File: src/rtl/trace_cmd_queue.sv
// Command queue between the trace reader and the LLC model: filters illegal commands, buffers legal records, splits addresses, and keeps statistics.
// Latency: 1 cycle from input accept to out_valid (0 cycles with TRACE_Q_BYPASS_EN when the queue is empty).
// Backpressure: in_ready = (count != DEPTH) from registered state only; the head record is held while out_ready is low.
// Optional feature macro: TRACE_Q_BYPASS_EN (empty-queue combinational bypass).
module trace_cmd_queue #(
    parameter int CMDSIZE     = 4,
    parameter int ADDR_BITS   = 32,
    parameter int OFFSET_BITS = 6,
    parameter int INDEX_BITS  = 14,
    parameter int DEPTH       = 8
) (
    input  logic                                      clk,
    input  logic                                      rst_n,
    input  logic                                      in_valid,
    output logic                                      in_ready,
    input  logic [CMDSIZE-1:0]                        in_cmd,
    input  logic [ADDR_BITS-1:0]                      in_addr,
    input  logic                                      in_last,
    output logic                                      out_valid,
    input  logic                                      out_ready,
    output logic [CMDSIZE-1:0]                        out_cmd,
    output logic [ADDR_BITS-INDEX_BITS-OFFSET_BITS-1:0] out_tag,
    output logic [INDEX_BITS-1:0]                     out_index,
    output logic [OFFSET_BITS-1:0]                    out_offset,
    output logic [$clog2(DEPTH):0]                    count,
    output logic [31:0]                               reads,
    output logic [31:0]                               writes,
    output logic [31:0]                               dropped,
    output logic                                      done
);

    localparam int TAGW = ADDR_BITS - INDEX_BITS - OFFSET_BITS;
    localparam int PW   = $clog2(DEPTH);
    localparam int CW   = PW + 1;
    localparam logic [CW-1:0] FULL_CNT = CW'(DEPTH);
    localparam logic [31:0]   SAT_MAX  = 32'hFFFF_FFFF;

    localparam logic [CMDSIZE-1:0] CMD_READ0 = CMDSIZE'(0);
    localparam logic [CMDSIZE-1:0] CMD_WRITE = CMDSIZE'(1);
    localparam logic [CMDSIZE-1:0] CMD_READ2 = CMDSIZE'(2);
    localparam logic [CMDSIZE-1:0] CMD_LAST6 = CMDSIZE'(6);
    localparam logic [CMDSIZE-1:0] CMD_CLEAR = CMDSIZE'(8);
    localparam logic [CMDSIZE-1:0] CMD_NINE  = CMDSIZE'(9);

    // Legal codes are 0..6, 8 and 9; everything else is dropped at the input.
    function automatic logic cmd_legal(input logic [CMDSIZE-1:0] c);
        cmd_legal = (c <= CMD_LAST6) || (c == CMD_CLEAR) || (c == CMD_NINE);
    endfunction

    // Record storage; not reset because only entries inside the occupied window are ever read.
    logic [CMDSIZE-1:0]   mem_cmd  [DEPTH];
    logic [ADDR_BITS-1:0] mem_addr [DEPTH];

    logic [PW-1:0]        wr_ptr;
    logic [PW-1:0]        rd_ptr;
    logic [PW-1:0]        rd_ptr_nx;
    logic [CW-1:0]        count_q;
    logic [CW-1:0]        count_nx;

    // Registered copy of the head record, so out_* hold their last values once the queue empties.
    logic [CMDSIZE-1:0]   head_cmd;
    logic [ADDR_BITS-1:0] head_addr;
    logic [CMDSIZE-1:0]   head_cmd_nx;
    logic [ADDR_BITS-1:0] head_addr_nx;

    logic                 in_fire;
    logic                 in_is_legal;
    logic                 in_drop;
    logic                 byp;
    logic                 byp_take;
    logic                 out_fire;
    logic                 wr_en;
    logic                 rd_en;
    logic                 last_seen;

    logic [CMDSIZE-1:0]   sel_cmd;
    logic [ADDR_BITS-1:0] sel_addr;

    assign in_is_legal = cmd_legal(in_cmd);
    assign in_ready    = (count_q != FULL_CNT);
    assign in_fire     = in_valid & in_ready;
    assign in_drop     = in_fire & ~in_is_legal;

`ifdef TRACE_Q_BYPASS_EN
    // Empty queue with a legal record waiting: show it directly on the output.
    assign byp = (count_q == '0) & in_valid & in_is_legal;
`else
    assign byp = 1'b0;
`endif

    assign out_valid = (count_q != '0) | byp;
    assign out_fire  = out_valid & out_ready;
    assign byp_take  = byp & out_ready;

    // A bypassed record that is consumed immediately never touches the storage.
    assign wr_en = in_fire & in_is_legal & ~byp_take;
    assign rd_en = out_fire & ~byp;

    assign rd_ptr_nx = rd_ptr + PW'(rd_en);
    assign count_nx  = count_q + CW'(wr_en) - CW'(rd_en);

    assign sel_cmd  = byp ? in_cmd  : head_cmd;
    assign sel_addr = byp ? in_addr : head_addr;

    assign out_cmd    = sel_cmd;
    assign out_tag    = sel_addr[ADDR_BITS-1 -: TAGW];
    assign out_index  = sel_addr[OFFSET_BITS +: INDEX_BITS];
    assign out_offset = sel_addr[OFFSET_BITS-1:0];

    assign count = count_q;
    assign done  = last_seen & (count_q == '0);

    // Next head: the bypassed record, the entry just written into an empty queue, or the stored entry at the next read pointer.
    always_comb begin
        head_cmd_nx  = head_cmd;
        head_addr_nx = head_addr;
        if (byp_take) begin
            head_cmd_nx  = in_cmd;
            head_addr_nx = in_addr;
        end else if (count_nx != '0) begin
            if (wr_en && (wr_ptr == rd_ptr_nx)) begin
                head_cmd_nx  = in_cmd;
                head_addr_nx = in_addr;
            end else begin
                head_cmd_nx  = mem_cmd[rd_ptr_nx];
                head_addr_nx = mem_addr[rd_ptr_nx];
            end
        end
    end

    // Storage write at the write pointer.
    always_ff @(posedge clk) begin
        if (wr_en) begin
            mem_cmd[wr_ptr]  <= in_cmd;
            mem_addr[wr_ptr] <= in_addr;
        end
    end

    // Pointers, occupancy and head register; pointers wrap naturally since DEPTH is a power of two.
    always_ff @(posedge clk or negedge rst_n) begin
        if (!rst_n) begin
            wr_ptr    <= '0;
            rd_ptr    <= '0;
            count_q   <= '0;
            head_cmd  <= '0;
            head_addr <= '0;
        end else begin
            if (wr_en) begin
                wr_ptr <= wr_ptr + PW'(1);
            end
            rd_ptr    <= rd_ptr_nx;
            count_q   <= count_nx;
            head_cmd  <= head_cmd_nx;
            head_addr <= head_addr_nx;
        end
    end

    // Statistics: counted on dequeue, saturating; a dequeued clear command wipes all three, keeping a same-edge drop.
    always_ff @(posedge clk or negedge rst_n) begin
        if (!rst_n) begin
            reads   <= '0;
            writes  <= '0;
            dropped <= '0;
        end else if (out_fire && (sel_cmd == CMD_CLEAR)) begin
            reads   <= '0;
            writes  <= '0;
            dropped <= in_drop ? 32'd1 : 32'd0;
        end else begin
            if (out_fire && ((sel_cmd == CMD_READ0) || (sel_cmd == CMD_READ2)) && (reads != SAT_MAX)) begin
                reads <= reads + 32'd1;
            end
            if (out_fire && (sel_cmd == CMD_WRITE) && (writes != SAT_MAX)) begin
                writes <= writes + 32'd1;
            end
            if (in_drop && (dropped != SAT_MAX)) begin
                dropped <= dropped + 32'd1;
            end
        end
    end

    // End-of-trace flag follows in_last of the most recent accepted record, legal or not.
    always_ff @(posedge clk or negedge rst_n) begin
        if (!rst_n) begin
            last_seen <= 1'b0;
        end else if (in_fire) begin
            last_seen <= in_last;
        end
    end

endmodule
File: config.mk
export PLATFORM = sky130hd
export DESIGN_NAME = trace_cmd_queue
export DESIGN_NICKNAME = d
export VERILOG_FILES = /design/src/rtl/trace_cmd_queue.sv
export SDC_FILE = /design/constraint.sdc
export NUM_CORES = 1
export LEC_CHECK = 0
export ABC_AREA = 1
export BUFFER_PORTS_ARGS = -buffer_cell sky130_fd_sc_hd__buf_2
export CAP_MARGIN = 15
export CORE_AREA = 2 2 202 204
export CTS_BUF_LIST = sky130_fd_sc_hd__clkbuf_4 sky130_fd_sc_hd__clkbuf_8 sky130_fd_sc_hd__clkbuf_16
export DETAILED_ROUTE_END_ITERATION = 8
export DIE_AREA = 0 0 204 206
export PLACE_DENSITY = 0.75
export SLEW_MARGIN = 20
export SYNTH_ARGS = -nofsm -noshare
export SYNTH_HDL_FRONTEND = slang
export SYNTH_SLANG_ARGS = --single-unit
File: constraint.sdc
create_clock -name clk -period 2.98 [get_ports clk]
set_input_delay 0.298 -clock clk [delete_from_list [all_inputs] [get_ports clk]]
set_output_delay 0.298 -clock clk [all_outputs]
set_load 0.03 [all_outputs]
==> Word-level counts from Yosys, hierarchy flattened <==
Memories as Yosys holds them, arrays and structs flattened. A register that Yosys moved wholly into a read port is not among the register bits.
Index checks and enable logic that the tools add are counted.
{ "totals": {"regBits": 107, "mem_bits_rw": 288, "input_bits": 41, "output_inout_bits": 139, "word_cells": 59, "n_memories": 2} }
{ "op_classes": {"add_sub_neg": 7, "magnitude_cmp": 1, "eq_ne": 9, "muxes": 9, "bitwise": 6, "n_reduce_logical": 18} }
{ "mem_list": {"columns": ["memory", "words", "word_bits", "read_ports", "rd_ports_with_merged_regs", "write_ports", "line", "text"], "rows": [
  ["mem_addr", 8, 32, 1, 1, 1, "52", "logic [ADDR_BITS-1:0] mem_addr [DEPTH];"],
  ["mem_cmd", 8, 4, 1, 1, 1, "51", "logic [CMDSIZE-1:0] mem_cmd [DEPTH];"]
]} }
{ "op_table": {"columns": ["operator", "n"], "rows": [
  ["two-way mux 32 bit", 6],
  ["adder 32 x 1 -> 32 bit (second input constant)", 3],
  ["!= test 32 bit (second input constant)", 3],
  ["equality test 4 bit (second input constant)", 3],
  ["zero test 4 bit", 2],
  ["nonzero test 4 bit", 2],
  ["logical AND 1 bit", 6],
  ["nonzero test 2 bit", 3],
  ["bitwise AND 1 bit", 5],
  ["adder 4 x 1 -> 4 bit", 1],
  ["equality test 4 x 1 -> 1 bit (second input constant)", 1],
  ["equality test 4 x 2 -> 1 bit (second input constant)", 1],
  ["less-or-equal comparator 4 x 3 -> 1 bit (second input constant)", 1],
  ["!= test 4 bit (second input constant)", 1],
  ["subtractor 4 x 1 -> 4 bit", 1],
  ["adder 3 x 1 -> 3 bit", 1],
  ["adder 3 x 1 -> 3 bit (second input constant)", 1],
  ["logical OR 1 bit", 3],
  ["two-way mux 1 bit", 3],
  ["zero test 1 bit", 2],
  ["NOT 1 bit", 1]
]} }

==> Depth between registers and ports, before layout <==
{ "logic_depth": {"word_depth": 8, "mapped_depth": 17} }

==> Worst setup path after synthesis <==
No wires, ideal clock.
{ "synth_path": {"path_kind": "reg-to-reg", "from": "register count_q[2] (netlist: count[2])", "to": "memory mem_addr[1][0] (enable)", "arrival_time_ns": 3.406, "required_ns": 2.551, "path_slack_ns": -0.855, "stages_incl_launch_ff": 9, "path_buffers": 1, "cell_sequence": "dfrtp_1 > inv_1 > ha_1 > nand2_1 > nand2_1 > nor2_2 > clkbuf_1 > nand2_1 > nor2_1"} }
{ "synth_via": {"elab_chain_cells": 5} }
{ "synth_rtl": {"columns": ["element", "line", "text"], "rows": [
  ["from (decl)", "57", "logic [CW-1:0] count_q;"],
  ["from (signal assigned)", "152", "count_q <= count_nx;"],
  ["!= test 4 bit", "80", "assign in_ready = (count_q != FULL_CNT);"],
  ["named net in_ready", "15", "output logic in_ready,"],
  ["bitwise AND 1 bit", "81", "assign in_fire = in_valid & in_ready;"],
  ["bitwise AND 1 bit", "96", "assign wr_en = in_fire & in_is_legal & ~byp_take;"],
  ["two-way mux 1 bit", "133", "if (wr_en) begin"],
  ["two-way mux 1 bit (implied by the code)", "135", "mem_addr[wr_ptr] <= in_addr;"],
  ["to (decl)", "52", null]
]} }
The timed path passes the listed nets, and every way through them passes these cells.

==> Worst setup path in the final report <==
{ "layout_path": {"from": "register count_q[3] (netlist: count[3])", "to": "register head_addr[24], read port of mem_addr"} }
{ "layout_via": {"elab_chain_cells": 6} }
{ "layout_rtl": {"columns": ["element", "line", "text"], "rows": [
  ["!= test 4 bit", "80", null],
  ["bitwise AND 1 bit", "81", null],
  ["bitwise AND 1 bit", "96", null],
  ["adder 4 x 1 -> 4 bit", "100", "assign count_nx = count_q + CW'(wr_en) - CW'(rd_en);"],
  ["subtractor 4 x 1 -> 4 bit (*)", "100", null],
  ["named net count_nx[1]", "58", "logic [CW-1:0] count_nx;"],
  ["nonzero test 4 bit (*)", "120", "end else if (count_nx != '0) begin"],
  ["to (decl)", "62", "logic [ADDR_BITS-1:0] head_addr;"]
]} }
Mark *: on every way through the listed nets, which the timed path passes. The rest lies on a longest branch.
A chain may end at the register's enable or synchronous reset.

==> out/qor.csv <==
metric,value,unit
rows,74,
setup_slack,0.0943,ns
drv_cap,0,
wire_per_inst,17.1,µm
dp.final_hpwl,34.5,mm
drtIter0Drc,1691,
grt_pass1_wl,86.9,mm
cts-htree-levels,2,
num_vias,17400,
die_width,204,µm
critPathMaxStageDelay,0.48,ns
dieHeight,206,µm
synth_nets,2490,
cts_buffers,46,
worstHoldStart,in_addr[4],
setup_viol,0,
fin_nets,2705,
core,0.0402,mm²
critPathMaxFanout,8,
met1_length,22.7,mm
fin_skew,0.0463,ns
wl_met3,4.63,mm
finalSetupTns,0,ns
ir_drop,1.01,mV
setup.worst_path.class,flop to flop,
clock_path_buffers,3,
rr_startpoint,count[3]$_DFF_PN0_,
synthArstFlopShare,33.2,%
path_cells,"ha_2, nand2_4, nand2_2, nor2_4, inv_2, ha_1, inv_1, ha_1, fa_2, nor3_2, nand3_4, clkinv_4, buf_4, nand2_1, nand2_1",
place.gp.congestion,0.978,
status,"finished, final reports clean",
finalHoldViolCount,0,
n_fill_cell,3314,
ys_warn_count,0,
area_delta_synth_final,17.5,%
power_leakage,11.2,nW
met2_wirelength,26.1,mm
drive_gt1_share,15.7,%
cp_num_buf_inv,4,
cts_tree,built,
synth_edf_count,288,
ys_ff_latch,431,
crit_family,adder cells,
pin_count,180,
portBuffers,179,
synth.yosys.seq_area_share,57.7,%
fmax,347,MHz
final_common_cell,nand2_1,
clkTransAtPathRegs,0.06,ns
finalMaxSlewViolations,0,
ys.flop_type,edfxtp_1,
startpoint,count[3]$_DFF_PN0_,
cp-start-kind,flop,
clock-sinks,431,
cpMaxStageDelayCell,fa_2,
synthCells,2436,
grt_max_degree,148,
fin_crit,2.89,ns
critPathArrivalTime,3.38,ns
total_power,23.6,mW
place_ws,0.110,ns
synth.avg_cell_area,8.70,µm²
cp-end-kind,flop,
required,3.47,ns
dieArea,0.0420,mm²
ys_types,40,
drc,0,
drt-total-wl,55.2,mm
final_cell_mix,"887 x nand2_1, 288 x edfxtp_1, 261 x inv_1",
slew_headroom,61.2,%
start_util,52.7,%
fin_crit_sh,96.8,%
holdWs,0.0207,ns
drt_pass1_iterations,9,
cts_root_buffer,clkbuf_16,
overflow,0,
hold_path.class,input pin to flop,
power.density,949,mW/mm²
worst_pin_slew,0.581,ns
clkLatencyLatePin,0.60,ns
via_per_inst,5.38,
grt_antenna_before_repair,4,
highest_layer,met5,
synthesis.area,0.0212,mm²
ant_nets,0,
grt_usage,26.2,%
first_global_vias,16800,
==> sequential cells by signal, indices dropped and copies added, names as in the netlist <==
| signal | count |
|---|---|
| dropped | 32 |
| count | 4 |
| reads | 32 |
| wr_ptr | 3 |
| rd_ptr | 3 |
| head_addr | 32 |
| last_seen | 1 |
| writes | 32 |
| out_cmd | 4 |
| mem_addr | 256 |
| mem_cmd | 32 |
==> metrics by stage <==
stage,area (µm²),std cells,utilization [%]
after floorplan,21300,2436,-
after global placement,22900,3106,57.1
after detailed placement,22900,3106,57.1
after CTS,24800,3220,61.8
after global routing,24900,3224,62.0
final,24900,3226,62.0
==> report_power, final <==
part | switching, mW | total, mW | internal, mW
combinational | 6.78 | 9.71 | 2.93
sequential | 0.589 | 7.86 | 7.27
clock | 2.44 | 6.07 | 3.63
total | 9.81 | 23.6 | 13.8
==> cells in the mapped netlist (2+ instances only) <==
cell type | n | area, µm²
nand2_2 | 41 | 257
or2_2 | 14 | 87.6
inv_1 | 263 | 987
nand3b_1 | 5 | 37.5
nor3_1 | 3 | 15.0
nor2_2 | 5 | 31.3
xor2_1 | 21 | 184
ha_1 | 12 | 150
nand2_1 | 889 | 3340
nand3_1 | 178 | 891
dfrtp_1 | 143 | 3580
o21ai_0 | 150 | 751
clkbuf_1 | 37 | 139
nor2_1 | 192 | 721
inv_6 | 2 | 17.5
xnor2_1 | 9 | 78.8
nor2_8 | 2 | 40.0
edfxtp_1 | 288 | 8650
nand2_4 | 5 | 56.3
nor2_4 | 6 | 67.6
buf_2 | 42 | 210
nand4_1 | 91 | 569
buf_1 | 7 | 26.3
nor3b_1 | 2 | 15.0
buf_6 | 6 | 67.6
buf_12 | 3 | 60.1
a21oi_2 | 2 | 17.5
o21bai_1 | 4 | 30.0
a21oi_1 | 3 | 15.0
==> layout make-up <==
cell class	instances	area (µm²)	area share, %
Tap cell	532	666	2.67
Timing Repair Buffer	262	1760	7.08
Clock buffer	58	1250	5.03
Multi-Input combinational cell	1641	7570	30.4
Sequential cell	431	12200	49.1
Inverter	269	1030	4.15
Antenna cell	5	12.5	0.0502
Clock inverter	28	368	1.48
==> worst reg2reg max path, delay by kind of cell, from the launching register on <==
kind	cells	cell delay (ns)
buffers and inverters	4	0.42
AND/OR/NAND/NOR	7	0.80
flip-flops	1	0.43
adder cells (fa/ha/maj)	4	1.16
==> path summary, 6_finish.rpt <==
path	slack, ns	depth (start not counted)	to
worst max-delay path	0.09	15	head_addr[24]$_DFFE_PN0P_
worst min-delay path	0.02	1	mem_addr[1][4]$_DFFE_PP_
worst max register to register	0.09	15	head_addr[24]$_DFFE_PN0P_
worst min register to register	0.49	2	head_addr[0]$_DFFE_PN0P_
max in group asynchronous	1.86	3	writes[13]$_DFFE_PN0P_
min in group asynchronous	0.23	2	reads[30]$_DFFE_PN0P_
==> repair_timing <==
action / 4_1_cts / 5_1_grt
hold buffers: 28 / 0
setup endpoints to repair: 0 / 36
endpoints found under the hold margin: 237 / 0
resized for setup: 0 / 6
setup buffers: 0 / 0
==> metal layers <==
metal | track usage [%] | vias up
met5 | 0 | -
met4 | 9.94 | 2
met3 | 4.54 | 138
met2 | 43.3 | 767
met1 | 34.9 | 8154
li1 | - | 8298
==> logic make-up (layout without fill, tap and decap cells) <==
| family | count (synthesis) | count (layout) | synth area share (%) |
|---|---|---|---|
| AND/OR/NAND/NOR | 1437 | 1437 | 29.1 |
| flip-flops | 431 | 431 | 57.7 |
| adder cells (fa/ha/maj) | 13 | 13 | 0.803 |
| AO/OA/AOI/OAI | 160 | 160 | 3.87 |
| other | 0 | 5 | 0 |
| buffers and inverters | 364 | 617 | 7.23 |
| XOR/XNOR | 31 | 31 | 1.32 |
Note: power is estimated with default switching activity, not from simulation.
